--- src/rtl/bc_pkg.sv ---
// Shared basic-computer constants: sequence-count width
// and named timing indices for T decoding.
package bc_pkg;

  localparam int SC_WIDTH = 4;
  localparam int T_WIDTH  = 2 ** SC_WIDTH;

  localparam int T0  = 0;
  localparam int T1  = 1;
  localparam int T2  = 2;
  localparam int T3  = 3;
  localparam int T4  = 4;
  localparam int T5  = 5;
  localparam int T6  = 6;
  localparam int T7  = 7;
  localparam int T8  = 8;
  localparam int T9  = 9;
  localparam int T10 = 10;
  localparam int T11 = 11;
  localparam int T12 = 12;
  localparam int T13 = 13;
  localparam int T14 = 14;
  localparam int T15 = 15;

endpackage

--- src/rtl/decoder_n2onehot.sv ---
// Binary to one-hot decoder, N select bits to 2**N lines.
// Also serves the controller's 3-to-8 opcode decode.
module decoder_n2onehot #(
  parameter int N = 4
) (
  input  logic [N-1:0]      sel,
  output logic [2**N-1:0]   onehot
);

  localparam int M = 2 ** N;

  assign onehot = M'(1) << sel;

endmodule

--- src/rtl/sequence_counter.sv ---
// Sequence counter for the control unit: count register
// with clear/increment priority, decoded to one-hot T.
module sequence_counter
  import bc_pkg::*;
#(
  parameter int WIDTH = SC_WIDTH
) (
  input  logic                clk,
  input  logic                rst_n,
  input  logic                CLR,
  input  logic                INR,
  output logic [2**WIDTH-1:0] T,
  output logic [WIDTH-1:0]    SC
);

  logic [WIDTH-1:0] count_q;
  logic [WIDTH-1:0] count_d;

  // Clear outranks increment; increment wraps naturally.
  always_comb begin
    count_d = count_q;
    if (CLR) begin
      count_d = '0;
    end else if (INR) begin
      count_d = count_q + WIDTH'(1);
    end
  end

  always_ff @(posedge clk or negedge rst_n) begin
    if (!rst_n) begin
      count_q <= '0;
    end else begin
      count_q <= count_d;
    end
  end

  decoder_n2onehot #(
    .N (WIDTH)
  ) u_dec (
    .sel    (count_q),
    .onehot (T)
  );

  assign SC = count_q;

endmodule

--- config.mk ---
export PLATFORM = sky130hd
export DESIGN_NAME = sequence_counter
export DESIGN_NICKNAME = d
export VERILOG_FILES = /design/src/rtl/bc_pkg.sv /design/src/rtl/decoder_n2onehot.sv /design/src/rtl/sequence_counter.sv
export SDC_FILE = /design/constraint.sdc
export NUM_CORES = 1
export LEC_CHECK = 0
export BUFFER_PORTS_ARGS = -buffer_cell sky130_fd_sc_hd__buf_2
export CAP_MARGIN = 20
export CORE_AREA = 8 8 45 47
export DETAILED_ROUTE_END_ITERATION = 12
export DIE_AREA = 0 0 53 55
export PLACE_DENSITY_LB_ADDON = 0.12
export SLEW_MARGIN = 30
export SYNTH_ARGS = -nofsm -noshare
export SYNTH_HDL_FRONTEND = slang
export SYNTH_SLANG_ARGS = --single-unit
--- constraint.sdc ---
create_clock -name clk -period 3.3 [get_ports clk]
set_input_delay 0.165 -clock clk [delete_from_list [all_inputs] [get_ports clk]]
set_output_delay 0.165 -clock clk [all_outputs]
set_load 0.005 [all_outputs]
==> reports/qor.log <==
qor: cts.tritoncts_buffer_count 3
qor: placement.gpl.final_weighted_congestion 0.706
qor: yosys.synthTopCellsByArea sky130_fd_sc_hd__dfrtp_1 26%, sky130_fd_sc_hd__ha_1 20%, sky130_fd_sc_hd__and2_1 18%
qor: sta.worst-slew-pin-transition 0.328 ns
qor: routing.drt-wirelength-per-cell 11.0 µm
qor: yosys.seq_area_frac_synth 0.265
qor: final_layout.seq_area 100 µm²
qor: run.total_of_max_cap_violations 0
qor: final_layout.post_route_cells_drive_above_1_share 0.391
qor: cts.cts_htree_levels 1
qor: pwr.pwr_density_cell 285 nW/µm²
qor: yosys.synth_top_cell_by_area sky130_fd_sc_hd__dfrtp_1
qor: placement.port_buffers 23
qor: grt.grt_pass1_wl 1460 µm
qor: cts.clock_slew_seen_by_the_registers_of_the_worst_setup_and_hold_paths 0.03 ns
qor: final_layout.insertedDiodeCount 0
qor: final_layout.layout-area-overhead-vs-synth 43.0%
qor: cts.cts_tree yes
qor: cts.clock_tree_root_driver_cell sky130_fd_sc_hd__clkbuf_4
qor: status.status finished clean
qor: sta.fmax 652 MHz
qor: yosys.synth.lib_cells_used.distinct 14
qor: pwr.power.leakage 0.343 nW
qor: grt.grt_pass1_vias 361
qor: routing.final_routed_drc_violation_total 0
qor: worst_setup_path.timing.critical_path.to_type output port
qor: worst_setup_path.worst_path_dominant_cell_family flip-flops
qor: sta.period_share 0.465
qor: worst_setup_path.worst_setup_path_start_kind flop
qor: cts.clkLatencyLatePin 0.23 ns
qor: cts.clk_path_buf_depth 2
qor: floorplan.floorplan.die.width 53 µm
qor: worst_setup_path.critical_path.cell_chain ha_1, ha_1, and2_1, buf_2
qor: routing.vias 360
qor: sta.timing.final.crit_period 1.53 ns
qor: grt.grtUsageTotal 0.0657
qor: cts.cts.sinks 4
qor: yosys.count_of_warnings_emitted_by_yosys 0
qor: final_layout.largest_register_ffs 4
qor: yosys.avgSynthCellArea 8.79 µm²
qor: yosys.synth_nets 53
qor: sta.post_route_skew 0.00100 ns
qor: pwr.vdd_drop_max 175 µV
qor: sta.fin_setup_tns 0 ns
qor: yosys.postSynthCellCount 43
qor: sta.finalHoldViolCount 0
qor: worst_setup_path.critPathMostFrequentCell sky130_fd_sc_hd__ha_1
qor: placement.place_inst 81
qor: floorplan.io_pins 24
qor: yosys.netlist.area_leader.share 0.265
qor: grt.grt-ovfl-total 0
qor: sta.final-setup-viol-count 0
qor: yosys.syn_area 378 µm²
qor: worst_setup_path.cpPeakStageDelay 0.44 ns
qor: placement.place.detailed.hpwl 801 µm
qor: final_layout.multi_input_comb_area 262 µm²
qor: routing.wirelength_routed 939 µm
qor: routing.drt-pass1-iter-count 4
qor: sta.grt_setup_unrepaired false
qor: yosys.ys_ff_latch 4
qor: sta.max-slew-margin-rel 0.781
qor: sta.slew_violations 0
qor: floorplan.floorplan.die_area 2920 µm²
qor: floorplan.std_cell_rows 14
qor: worst_setup_path.critPathBufInv 1
qor: final_layout.count_of_non_filler_cells_in_the_finished_layout 85
qor: routing.ant_nets 0
qor: worst_setup_path.timing.critical_path.slowest_stage_cell sky130_fd_sc_hd__dfrtp_1
qor: worst_setup_path.cp.arrival 1.37 ns
qor: hold_path.holdCritPathClass in -> reg
qor: routing.drt_iter0_drc 3
qor: grt.pin_count_of_the_biggest_net_entering_global_routing 14
qor: final_layout.final.fill_count 154
qor: final_layout.num-nets-final 81
qor: worst_setup_path.critPathKind reg -> out
qor: floorplan.dieHeight 55 µm
qor: grt.grt_antenna_before_repair 0
qor: worst_setup_path.timing.critical_path.fanout_max 6
qor: worst_setup_path.critPathRequiredTime 3.13 ns
qor: routing.drt-vias-per-instance 4.24
qor: floorplan.core-area 1380 µm²
qor: floorplan.starting_density_of_the_core 0.273
## area by class of cell
type,count,area share
well taps,16,0.0370
flip-flops and latches,4,0.185
clock buffers,3,0.0417
multi-input cells,35,0.484
repair buffers,24,0.231
inverters,3,0.0208
## synth_stat cells
cell                       number
sky130_fd_sc_hd__mux2i_1        1
sky130_fd_sc_hd__a211oi_1       1
sky130_fd_sc_hd__buf_2          1
sky130_fd_sc_hd__ha_1           6
sky130_fd_sc_hd__nor2b_1        4
sky130_fd_sc_hd__dfrtp_1        4
sky130_fd_sc_hd__inv_1          3
sky130_fd_sc_hd__and2b_1        1
sky130_fd_sc_hd__and3_1         3
sky130_fd_sc_hd__xnor2_1        1
sky130_fd_sc_hd__mux2_4         1
sky130_fd_sc_hd__nand4_1        1
sky130_fd_sc_hd__nor2_1         5
sky130_fd_sc_hd__and2_1        11
## through the flow
step                hold WS, ns  area [µm²]  power [mW]  setup slack [ns]   util
floorplan                -0.131         378      0.0775              2.11      -
global placement        -0.0277         508      0.0969              2.03  0.367
detailed placement      -0.0291         508      0.0974              2.01  0.367
CTS                       0.148         541       0.161              1.75  0.391
global route              0.175         541       0.167              1.71  0.391
finish                    0.156         541       0.154              1.77  0.391
## worst paths after layout
check	from	endpoint	slack [ns]	cells after the start
hold / removal	CLR	SC[0]$_DFFE_PN0P_	0.16	2
min in group asynchronous	rst_n	SC[3]$_DFFE_PN0P_	0.27	2
setup reg to reg	SC[0]$_DFFE_PN0P_	SC[2]$_DFFE_PN0P_	2.02	3
setup / recovery	SC[0]$_DFFE_PN0P_	T[15]	1.77	4
hold reg to reg	SC[1]$_DFFE_PN0P_	SC[1]$_DFFE_PN0P_	0.64	2
max in group asynchronous	rst_n	SC[0]$_DFFE_PN0P_	2.92	2
## routing by layer
| layer | part of all wire | vias to the layer above | global-route usage |
|---|---|---|---|
| met1 | 0.45 | 152 | 0.0780 |
| met4 | 0 | 0 | 0.0388 |
| met5 | 0 | - | 0 |
| li1 | - | 189 | - |
| met2 | 0.37 | 19 | 0.0938 |
| met3 | 0.18 | 0 | 0.0321 |
## power by group
group / total (mW) / switching [mW] / internal (mW)
clock network: 0.0579 / 0.0174 / 0.0405
registers: 0.0587 / 0.00627 / 0.0525
logic: 0.0375 / 0.0182 / 0.0193
## cells in the final DEF, fill, tap and decap left out, types with 3 or more instances in the layout
cell type                  synthesis  layout
sky130_fd_sc_hd__inv_1             3       3
sky130_fd_sc_hd__ha_1              6       6
sky130_fd_sc_hd__dfrtp_1           4       4
sky130_fd_sc_hd__clkbuf_4          0       3
sky130_fd_sc_hd__nor2b_1           4       4
sky130_fd_sc_hd__nor2_1            5       5
sky130_fd_sc_hd__and3_1            3       3
sky130_fd_sc_hd__and2_1           11      11
sky130_fd_sc_hd__buf_2             1      23
## what timing repair did
action | 4_1_cts | 5_1_grt
hold buffers | 1 | 0
buffers inserted | 0 | 0
gates resized for setup | 0 | 0
hold endpoints to repair | 4 | 0
## kinds of logic after synthesis
| group | Yosys count | share of synthesized area |
|---|---|---|
| simple gates | 25 | 0.384 |
| fa+ha+maj | 6 | 0.199 |
| buf+inv | 4 | 0.0430 |
| flops | 4 | 0.265 |
| mux | 2 | 0.0662 |
| compound gates | 1 | 0.0199 |
| xor+xnor | 1 | 0.0232 |
(Power assumes the default switching activity.)
